File: src/rtl/lsu_pkg.sv
// Shared encodings for the load/store unit: access sizes, FSM states and the
// request legality check applied at accept time.
package lsu_pkg;

    localparam int unsigned RAM_SIZE = 256;

    typedef enum logic [1:0] {
        SZ_BYTE = 2'b00,
        SZ_HALF = 2'b01,
        SZ_WORD = 2'b10,
        SZ_ILL  = 2'b11
    } size_e;

    typedef enum logic [1:0] {
        ST_IDLE   = 2'b00,
        ST_LOAD   = 2'b01,
        ST_RMW_RD = 2'b10,
        ST_WRITE  = 2'b11
    } state_e;

    // Halfwords need an even address, words a 4-byte aligned one; size 11 is never legal.
    function automatic logic is_bad_req(input logic [1:0] size, input logic [1:0] off);
        logic bad;
        case (size)
            SZ_BYTE: bad = 1'b0;
            SZ_HALF: bad = off[0];
            SZ_WORD: bad = (off != 2'b00);
            default: bad = 1'b1;
        endcase
        return bad;
    endfunction

endpackage

File: src/rtl/load_store_unit_if.sv
// CPU request/response and memory-side signals of the load/store unit.
// The slave modport is the unit; the master modport is the CPU plus memory.
interface load_store_unit_if;
    logic        req_valid;
    logic        req_ready;
    logic        req_we;
    logic [1:0]  req_size;
    logic        req_signed;
    logic [31:0] req_addr;
    logic [31:0] req_wdata;
    logic        resp_valid;
    logic [31:0] resp_rdata;
    logic        resp_err;
    logic        mem_rd;
    logic        mem_wr;
    logic [31:0] mem_addr;
    logic [31:0] mem_wdata;
    logic [31:0] mem_rdata;

    modport master (
        output req_valid, req_we, req_size, req_signed, req_addr, req_wdata, mem_rdata,
        input  req_ready, resp_valid, resp_rdata, resp_err,
        input  mem_rd, mem_wr, mem_addr, mem_wdata
    );

    modport slave (
        input  req_valid, req_we, req_size, req_signed, req_addr, req_wdata, mem_rdata,
        output req_ready, resp_valid, resp_rdata, resp_err,
        output mem_rd, mem_wr, mem_addr, mem_wdata
    );
endinterface

File: src/rtl/byte_lane_align.sv
// Combinational little-endian lane handling: load extract/extend and store merge.
// Shared by the LOAD path and the read-modify-write path.
module byte_lane_align
    import lsu_pkg::*;
(
    input  logic [1:0]  i_size,
    input  logic        i_signed,
    input  logic [1:0]  i_off,
    input  logic [31:0] i_rdata,
    input  logic [31:0] i_wdata,
    output logic [31:0] o_load_data,
    output logic [31:0] o_merge_data
);

    logic [4:0]  w_bsel;
    logic [4:0]  w_hsel;
    logic [7:0]  w_byte;
    logic [15:0] w_half;

    assign w_bsel = {i_off, 3'b000};
    assign w_hsel = {i_off[1], 4'b0000};

    always_comb begin
        w_byte = 8'h00;
        case (i_off)
            2'd0:    w_byte = i_rdata[7:0];
            2'd1:    w_byte = i_rdata[15:8];
            2'd2:    w_byte = i_rdata[23:16];
            default: w_byte = i_rdata[31:24];
        endcase
        w_half = i_off[1] ? i_rdata[31:16] : i_rdata[15:0];
    end

    always_comb begin
        o_load_data  = i_rdata;
        o_merge_data = i_wdata;
        case (i_size)
            SZ_BYTE: begin
                o_load_data                 = {{24{i_signed & w_byte[7]}}, w_byte};
                o_merge_data                = i_rdata;
                o_merge_data[w_bsel +: 8]   = i_wdata[7:0];
            end
            SZ_HALF: begin
                o_load_data                 = {{16{i_signed & w_half[15]}}, w_half};
                o_merge_data                = i_rdata;
                o_merge_data[w_hsel +: 16]  = i_wdata[15:0];
            end
            default: begin
                o_load_data  = i_rdata;
                o_merge_data = i_wdata;
            end
        endcase
    end

endmodule

File: src/rtl/load_store_unit.sv
// Load/store unit between the CPU MEM stage and word-addressed data memory.
// Sub-word stores run as read-modify-write; misaligned or illegal requests complete with an error.
module load_store_unit
    import lsu_pkg::*;
(
    input  logic              clk,
    input  logic              reset,
    load_store_unit_if.slave  bus
);

    state_e      r_state;
    state_e      w_next;
    logic        r_we;
    logic        r_signed;
    logic [1:0]  r_size;
    logic [1:0]  r_off;
    logic [31:0] r_wdata;
    logic        r_resp_valid;
    logic        r_resp_err;
    logic [31:0] r_resp_rdata;
    logic [31:0] r_mem_addr;
    logic [31:0] r_mem_wdata;

    logic        w_accept;
    logic        w_bad;
    logic        w_done;
    logic        w_mem_rd;
    logic        w_mem_wr;
    logic [31:0] w_load_data;
    logic [31:0] w_merge_data;

    assign w_accept = bus.req_valid && (r_state == ST_IDLE);
    assign w_bad    = is_bad_req(bus.req_size, bus.req_addr[1:0]);
    assign w_done   = (r_state == ST_LOAD) || (r_state == ST_WRITE);

    byte_lane_align u_align (
        .i_size       (r_size),
        .i_signed     (r_signed),
        .i_off        (r_off),
        .i_rdata      (bus.mem_rdata),
        .i_wdata      (r_wdata),
        .o_load_data  (w_load_data),
        .o_merge_data (w_merge_data)
    );

    always_comb begin
        w_next   = r_state;
        w_mem_rd = 1'b0;
        w_mem_wr = 1'b0;
        case (r_state)
            ST_IDLE: begin
                if (w_accept && !w_bad) begin
                    if (!bus.req_we)
                        w_next = ST_LOAD;
                    else if (bus.req_size == SZ_WORD)
                        w_next = ST_WRITE;
                    else
                        w_next = ST_RMW_RD;
                end
            end
            ST_LOAD: begin
                w_mem_rd = 1'b1;
                w_next   = ST_IDLE;
            end
            ST_RMW_RD: begin
                w_mem_rd = 1'b1;
                w_next   = ST_WRITE;
            end
            default: begin
                w_mem_wr = 1'b1;
                w_next   = ST_IDLE;
            end
        endcase
    end

    always_ff @(posedge clk) begin
        if (reset) begin
            r_state      <= ST_IDLE;
            r_we         <= 1'b0;
            r_signed     <= 1'b0;
            r_size       <= 2'b00;
            r_off        <= 2'b00;
            r_wdata      <= 32'h0;
            r_resp_valid <= 1'b0;
            r_resp_err   <= 1'b0;
            r_resp_rdata <= 32'h0;
            r_mem_addr   <= 32'h0;
            r_mem_wdata  <= 32'h0;
        end else begin
            r_state      <= w_next;
            r_resp_valid <= 1'b0;
            if (w_accept) begin
                r_we        <= bus.req_we;
                r_signed    <= bus.req_signed;
                r_size      <= bus.req_size;
                r_off       <= bus.req_addr[1:0];
                r_wdata     <= bus.req_wdata;
                r_mem_addr  <= {bus.req_addr[31:2], 2'b00};
                r_mem_wdata <= bus.req_wdata;
                if (w_bad) begin
                    r_resp_valid <= 1'b1;
                    r_resp_err   <= 1'b1;
                    r_resp_rdata <= 32'h0;
                end
            end
            // The RMW read beat turns the write-data register into the merged word.
            if (r_state == ST_RMW_RD)
                r_mem_wdata <= w_merge_data;
            if (w_done) begin
                r_resp_valid <= 1'b1;
                r_resp_err   <= 1'b0;
                r_resp_rdata <= r_we ? 32'h0 : w_load_data;
            end
        end
    end

    assign bus.req_ready  = (r_state == ST_IDLE);
    assign bus.resp_valid = r_resp_valid;
    assign bus.resp_err   = r_resp_err;
    assign bus.resp_rdata = r_resp_rdata;
    assign bus.mem_rd     = w_mem_rd;
    assign bus.mem_wr     = w_mem_wr;
    assign bus.mem_addr   = r_mem_addr;
    assign bus.mem_wdata  = r_mem_wdata;

endmodule

File: src/flat_wrapper.sv
// flat-port wrapper written by rule: the top's interface ports become plain ports
module load_store_unit_flat import lsu_pkg::*;
  (clk, reset, bus_req_valid, bus_req_we, bus_req_size, bus_req_signed, bus_req_addr, bus_req_wdata, bus_mem_rdata, bus_req_ready, bus_resp_valid, bus_resp_rdata, bus_resp_err, bus_mem_rd, bus_mem_wr, bus_mem_addr, bus_mem_wdata);
  load_store_unit_if bus_i ();
  input  logic clk;
  input  logic reset;
  input wire logic [$bits(bus_i.req_valid)-1:0] bus_req_valid;
  input wire logic [$bits(bus_i.req_we)-1:0] bus_req_we;
  input wire logic [$bits(bus_i.req_size)-1:0] bus_req_size;
  input wire logic [$bits(bus_i.req_signed)-1:0] bus_req_signed;
  input wire logic [$bits(bus_i.req_addr)-1:0] bus_req_addr;
  input wire logic [$bits(bus_i.req_wdata)-1:0] bus_req_wdata;
  input wire logic [$bits(bus_i.mem_rdata)-1:0] bus_mem_rdata;
  output wire logic [$bits(bus_i.req_ready)-1:0] bus_req_ready;
  output wire logic [$bits(bus_i.resp_valid)-1:0] bus_resp_valid;
  output wire logic [$bits(bus_i.resp_rdata)-1:0] bus_resp_rdata;
  output wire logic [$bits(bus_i.resp_err)-1:0] bus_resp_err;
  output wire logic [$bits(bus_i.mem_rd)-1:0] bus_mem_rd;
  output wire logic [$bits(bus_i.mem_wr)-1:0] bus_mem_wr;
  output wire logic [$bits(bus_i.mem_addr)-1:0] bus_mem_addr;
  output wire logic [$bits(bus_i.mem_wdata)-1:0] bus_mem_wdata;
  assign bus_i.req_valid = bus_req_valid;
  assign bus_i.req_we = bus_req_we;
  assign bus_i.req_size = bus_req_size;
  assign bus_i.req_signed = bus_req_signed;
  assign bus_i.req_addr = bus_req_addr;
  assign bus_i.req_wdata = bus_req_wdata;
  assign bus_i.mem_rdata = bus_mem_rdata;
  assign bus_req_ready = bus_i.req_ready;
  assign bus_resp_valid = bus_i.resp_valid;
  assign bus_resp_rdata = bus_i.resp_rdata;
  assign bus_resp_err = bus_i.resp_err;
  assign bus_mem_rd = bus_i.mem_rd;
  assign bus_mem_wr = bus_i.mem_wr;
  assign bus_mem_addr = bus_i.mem_addr;
  assign bus_mem_wdata = bus_i.mem_wdata;
  load_store_unit u_core (.clk(clk), .reset(reset), .bus(bus_i));
endmodule
File: config.mk
export PLATFORM = sky130hd
export DESIGN_NAME = load_store_unit_flat
export DESIGN_NICKNAME = d
export VERILOG_FILES = /design/src/rtl/lsu_pkg.sv /design/src/rtl/load_store_unit_if.sv /design/src/rtl/byte_lane_align.sv /design/src/rtl/load_store_unit.sv /design/src/flat_wrapper.sv
export SDC_FILE = /design/constraint.sdc
export NUM_CORES = 1
export LEC_CHECK = 0
export ABC_AREA = 0
export CAP_MARGIN = 0
export CELL_PAD_IN_SITES_DETAIL_PLACEMENT = 1
export CELL_PAD_IN_SITES_GLOBAL_PLACEMENT = 1
export CORE_ASPECT_RATIO = 0.5
export CORE_UTILIZATION = 49
export DETAILED_ROUTE_END_ITERATION = 6
export DONT_BUFFER_PORTS = 1
export GPL_TIMING_DRIVEN = 0
export PLACE_DENSITY_LB_ADDON = 0.1
export SYNTH_ARGS = -nofsm -noshare
export SYNTH_HDL_FRONTEND = slang
export SYNTH_SLANG_ARGS = --single-unit
File: constraint.sdc
create_clock -name clk -period 3.3 [get_ports clk]
set_input_delay 0.66 -clock clk [delete_from_list [all_inputs] [get_ports clk]]
set_output_delay 0.66 -clock clk [all_outputs]
set_load 0.005 [all_outputs]
==> results.env <==
STATUS='complete, but fails checks'
VIOLATIONS_IN_THE_FINAL_REPORTS='DRC'
HOLD_START='bus_req_addr[6]'
SETUP_REPAIR_AFTER_GLOBAL_ROUTING_MISSED_ITS_MARGIN='no'
DR.FIRST_ITER.DRC_COUNT=602
DIEAREA_UM2=13900
VIAS_IN_THE_FIRST_GLOBAL_ROUTE=6540
SYNTH_EDF_COUNT=0
SWITCHINGPOWER_uW=2700
SETUP_VIOL=0
SYNTH.DISTINCT_CELLS=48
FINAL-MAX-SLEW-VIOLATION-COUNT=0
MIN_DELAY_PATH_DEPTH=2
FLOORPLAN.DIE.WIDTH_UM=165
GLOBAL_ROUTE.OVERFLOW_TOTAL=0
CTS_HTREE_LEVELS=4
SYNTH-WARNING-COUNT=0
IR_DROP_V=0.000374
FINAL_NET_COUNT=922
HOLD_PATH_END='u_core.bus.mem_addr[6]'
IO_PINS=204
R2R_SETUP_SLACK_NS=0.58
ROWS=29
CTS_HOLD_BUFFERS=0
SWSHARE_PCT=39.5
SKEW_NS=0.0124
SHARE_OF_LAYOUT_CELLS_ABOVE_DRIVE_STRENGTH_1_PCT=7.55
SHARE_SEQ_OF_TOTAL_POWER_PCT=36.0
SYNTH.AVG_CELL_AREA_UM2=8.30
ROUTE.VIAS.TOTAL=6608
WORSTSETUPSTARTPOINTTYPE='flop'
DETAIL_ROUTE.DRC_VIOLATIONS=20
DETAILEDPLACEMENTHPWL_MM=18.2
CTS.REPORTEDPATHS.CLKPINSLEW_NS=0.07
TIMING.FMAX_MHz=368
POST_SYNTH_INSTANCE_AREA_UM2=6550
PORT_BUFFERS=0
POST_DETAILED_ROUTE_COUNT_OF_ANTENNA_VIOLATING_NETS=0
R2R-END='u_core.bus.mem_wdata[8]'
WORST-SETUP-PATH-TYPE='reg2reg'
SLEW-LIMIT-HEADROOM_PCT=34.2
CRIT_FANOUT=11
LEAKAGEPOWER_uW=0.00261
POWERDENSITY_nW_PER_UM2=925
FIN_SETUP_TNS_NS=0
NETLIST.AREA_LEADER.SHARE_PCT=41.6
YOSYS-TOP-CELLS-AREA='sky130_fd_sc_hd__dfxtp_1, sky130_fd_sc_hd__nand2_1, sky130_fd_sc_hd__a21oi_1'
YS.FLOP_TYPE='sky130_fd_sc_hd__dfxtp_1'
WORST_R2R_STARTPOINT='u_core.r_off[1]'
ROUTEDWLPERCELL_UM=25.2
DRV.MAX_CAP_VIOLATION_COUNT=0
CLOCKPOWERSHARE_PCT=30.0
CTS_SETUP_BUFFERS=0
POWER_REPORT.INTERNAL_TOTAL_uW=4140
WORSTREGTOREGCELLS=8
GR-USAGE-ALL-LAYERS_PCT=36.1
CP_DATA_REQUIRED_TIME_NS=3.57
YOSYSSEQAREASHARE_PCT=41.6
WORSTSKEWPAIRLATENCY_NS=0.43
FIRSTDRTPASSITERS=7
GP_ROUTABILITY_CONGESTION=0.963
WORSTMARGINPINSLEW_NS=0.979
WORST_EP_ARRIVAL_TIME_NS=2.99
SYNTH-SEQ-CELLS=136
GRT_ANTENNA_BEFORE_REPAIR=0
ANTENNA_CELLS_INSERTED=0
FRACTION_OF_THE_CYCLE_THE_FINAL_WORST_PATH_NEEDS_PCT=82.4
AVGVIACOUNTPERCELL=6.67
CLOCK_SINK_COUNT=136
SYNTH_AREA_LEADER_CELL='sky130_fd_sc_hd__dfxtp_1'
GRT_MAX_DEGREE=17
FIN_WORST_HOLD_SLACK_NS=0.359
N_FILL_CELL=1550
CTSLONGESTPATHBUFFERS=2
PLACEABLECOREAREA_UM2=12800
P_COMB_SHARE_PCT=34.0
CTS_REPAIR_RESIZE_COUNT=0
TOTALWIRELENGTH_MM=25.0
FIN_CRIT_NS=2.72
FLOORPLAN.INITIALDENSITY_PCT=51.0
END_KIND='flop'
DIEHEIGHT_UM=83.7
CLOCK_TREE.ROOT_CELL='sky130_fd_sc_hd__clkbuf_16'
GRT_PASS1_WL_MM=37.7
AREA_GROWTH_SYN_TO_LAYOUT_PCT=12.9
GATE_COUNT_OF_THE_MAPPED_NETLIST=789
TRITONCTS.NUM_BUFFERS=17
REPORT.FINAL.HOLD_VIOL_COUNT=0
HOLD_CLASS='in2reg'
CTS_TREE='built'
POSTSYNTH.ASYNCRESETSHARE_PCT=0
[logic make-up after synthesis]
kind of cell    Yosys count  share of synthesized area, %
fa+ha+maj                10                          1.91
mux                      19                          2.96
buf+inv                  90                          6.12
compound gates          307                          32.3
other cells               1                        0.0573
flops                   136                          41.6
simple gates            226                          15.1
[Yosys cell counts (5+ instances only)]
library cell                instances
sky130_fd_sc_hd__a211oi_1          26
sky130_fd_sc_hd__a21oi_1          123
sky130_fd_sc_hd__a221o_1           14
sky130_fd_sc_hd__a221oi_1          24
sky130_fd_sc_hd__a222oi_1           6
sky130_fd_sc_hd__a22o_1            40
sky130_fd_sc_hd__a22oi_1            8
sky130_fd_sc_hd__and3_1             5
sky130_fd_sc_hd__buf_1             10
sky130_fd_sc_hd__buf_2             11
sky130_fd_sc_hd__buf_4              7
sky130_fd_sc_hd__clkbuf_1          42
sky130_fd_sc_hd__dfxtp_1          136
sky130_fd_sc_hd__ha_1              10
sky130_fd_sc_hd__inv_1             16
sky130_fd_sc_hd__mux2i_1           16
sky130_fd_sc_hd__nand2_1          170
sky130_fd_sc_hd__nand2b_1           7
sky130_fd_sc_hd__nand3_1            7
sky130_fd_sc_hd__nor2_1             7
sky130_fd_sc_hd__nor2b_1           15
sky130_fd_sc_hd__o211ai_1          16
sky130_fd_sc_hd__o21ai_0           22
sky130_fd_sc_hd__o22ai_1            6
sky130_fd_sc_hd__o2bb2ai_1          8
[cell type report]
| class | instances | area [µm²] | area share, % |
|---|---|---|---|
| plain buffers | 73 | 337 | 4.56 |
| clock buffers | 18 | 429 | 5.81 |
| clock inverters | 13 | 196 | 2.66 |
| inverters | 17 | 63.8 | 0.864 |
| multi-input cells | 564 | 3430 | 46.4 |
| flip-flops and latches | 136 | 2720 | 36.9 |
| well taps | 170 | 213 | 2.88 |
[worst max-delay path: stages, from the launching register on]
cell	delay, ns
sky130_fd_sc_hd__dfxtp_1	0.41
sky130_fd_sc_hd__buf_4	0.19
sky130_fd_sc_hd__clkinv_1	0.29
sky130_fd_sc_hd__ha_1	0.47
sky130_fd_sc_hd__and4b_1	0.23
sky130_fd_sc_hd__clkbuf_1	0.21
sky130_fd_sc_hd__a22o_1	0.25
sky130_fd_sc_hd__a221oi_1	0.39
sky130_fd_sc_hd__a211oi_1	0.12
[per-stage QoR]
stage	total power (µW)	utilization, %	setup slack [ns]	instances	area, µm²
after floorplan	3990	-	1.12	790	6550
after global placement	4610	52.6	0.772	960	6760
after detailed placement	4710	52.6	0.680	960	6760
after CTS	6780	57.5	0.635	991	7390
after global routing	7160	57.5	0.467	991	7390
final	6840	57.5	0.581	991	7390
[cells in the final DEF (no fill, tap or decap), drive strengths merged, types with 2 or more instances in the layout]
master,instances
buf,31
a221o,16
a221oi,24
nor4,2
mux2i,16
nor2,8
ha,10
conb,2
nor4bb,2
a21oi,123
inv,18
bufinv,4
a22oi,8
o211ai,17
clkinvlp,2
o2bb2ai,8
a21o,3
a211oi,26
clkbuf,60
mux2,3
a222oi,6
a22o,40
a311oi,2
and3,5
or3,2
nand2b,7
nand2,170
nor3,5
o21ai,22
o21a,2
o22ai,6
clkinv,6
nor2b,15
nand3,7
dfxtp,136
[flip-flops by register name (all words and copies together), names as in the netlist]
| register | count |
|---|---|
| u_core.bus.mem_wdata | 32 |
| u_core.bus.resp_rdata | 32 |
| u_core.r_wdata | 32 |
| u_core.bus.mem_addr | 30 |
| u_core.r_off | 2 |
| u_core.r_size | 2 |
| u_core.r_state | 2 |
| u_core.bus.resp_err | 1 |
| u_core.bus.resp_valid | 1 |
| u_core.r_signed | 1 |
| u_core.r_we | 1 |
[routing by layer]
layer	vias to the layer above	track usage (%)	part of all wire, %
li1	2919	-	-
met1	3259	48.8	43
met2	380	54.2	44
met3	50	11.9	12
met4	0	11.2	1.9
met5	-	0	0
[worst max-delay path by stage]
stage | startpoint | to | slack (ns) | depth (start not counted)
final | u_core.r_off[1] | u_core.bus.mem_wdata[8] | 0.58 | 8
after global placement | u_core.r_off[1] | u_core.bus.mem_wdata[2] | 0.77 | 9
after CTS | u_core.r_off[1] | u_core.bus.mem_wdata[23] | 0.63 | 8
after detailed placement | u_core.r_off[1] | u_core.bus.mem_wdata[23] | 0.68 | 8
after floorplan | u_core.r_off[1] | u_core.bus.resp_rdata[23] | 1.12 | 9
after global routing | u_core.r_off[1] | u_core.bus.mem_wdata[23] | 0.47 | 8
[power by group through the flow]
stage          combinational [µW]  clock (µW)  sequential (µW)
2_1_floorplan                1650           0             2340
3_3_place_gp                 2140           0             2470
3_5_place_dp                 2220           0             2480
4_1_cts                      2280        2050             2450
5_1_grt                      2530        2110             2510
6_report                     2330        2050             2460
Note: power is estimated with default switching activity, not from simulation.
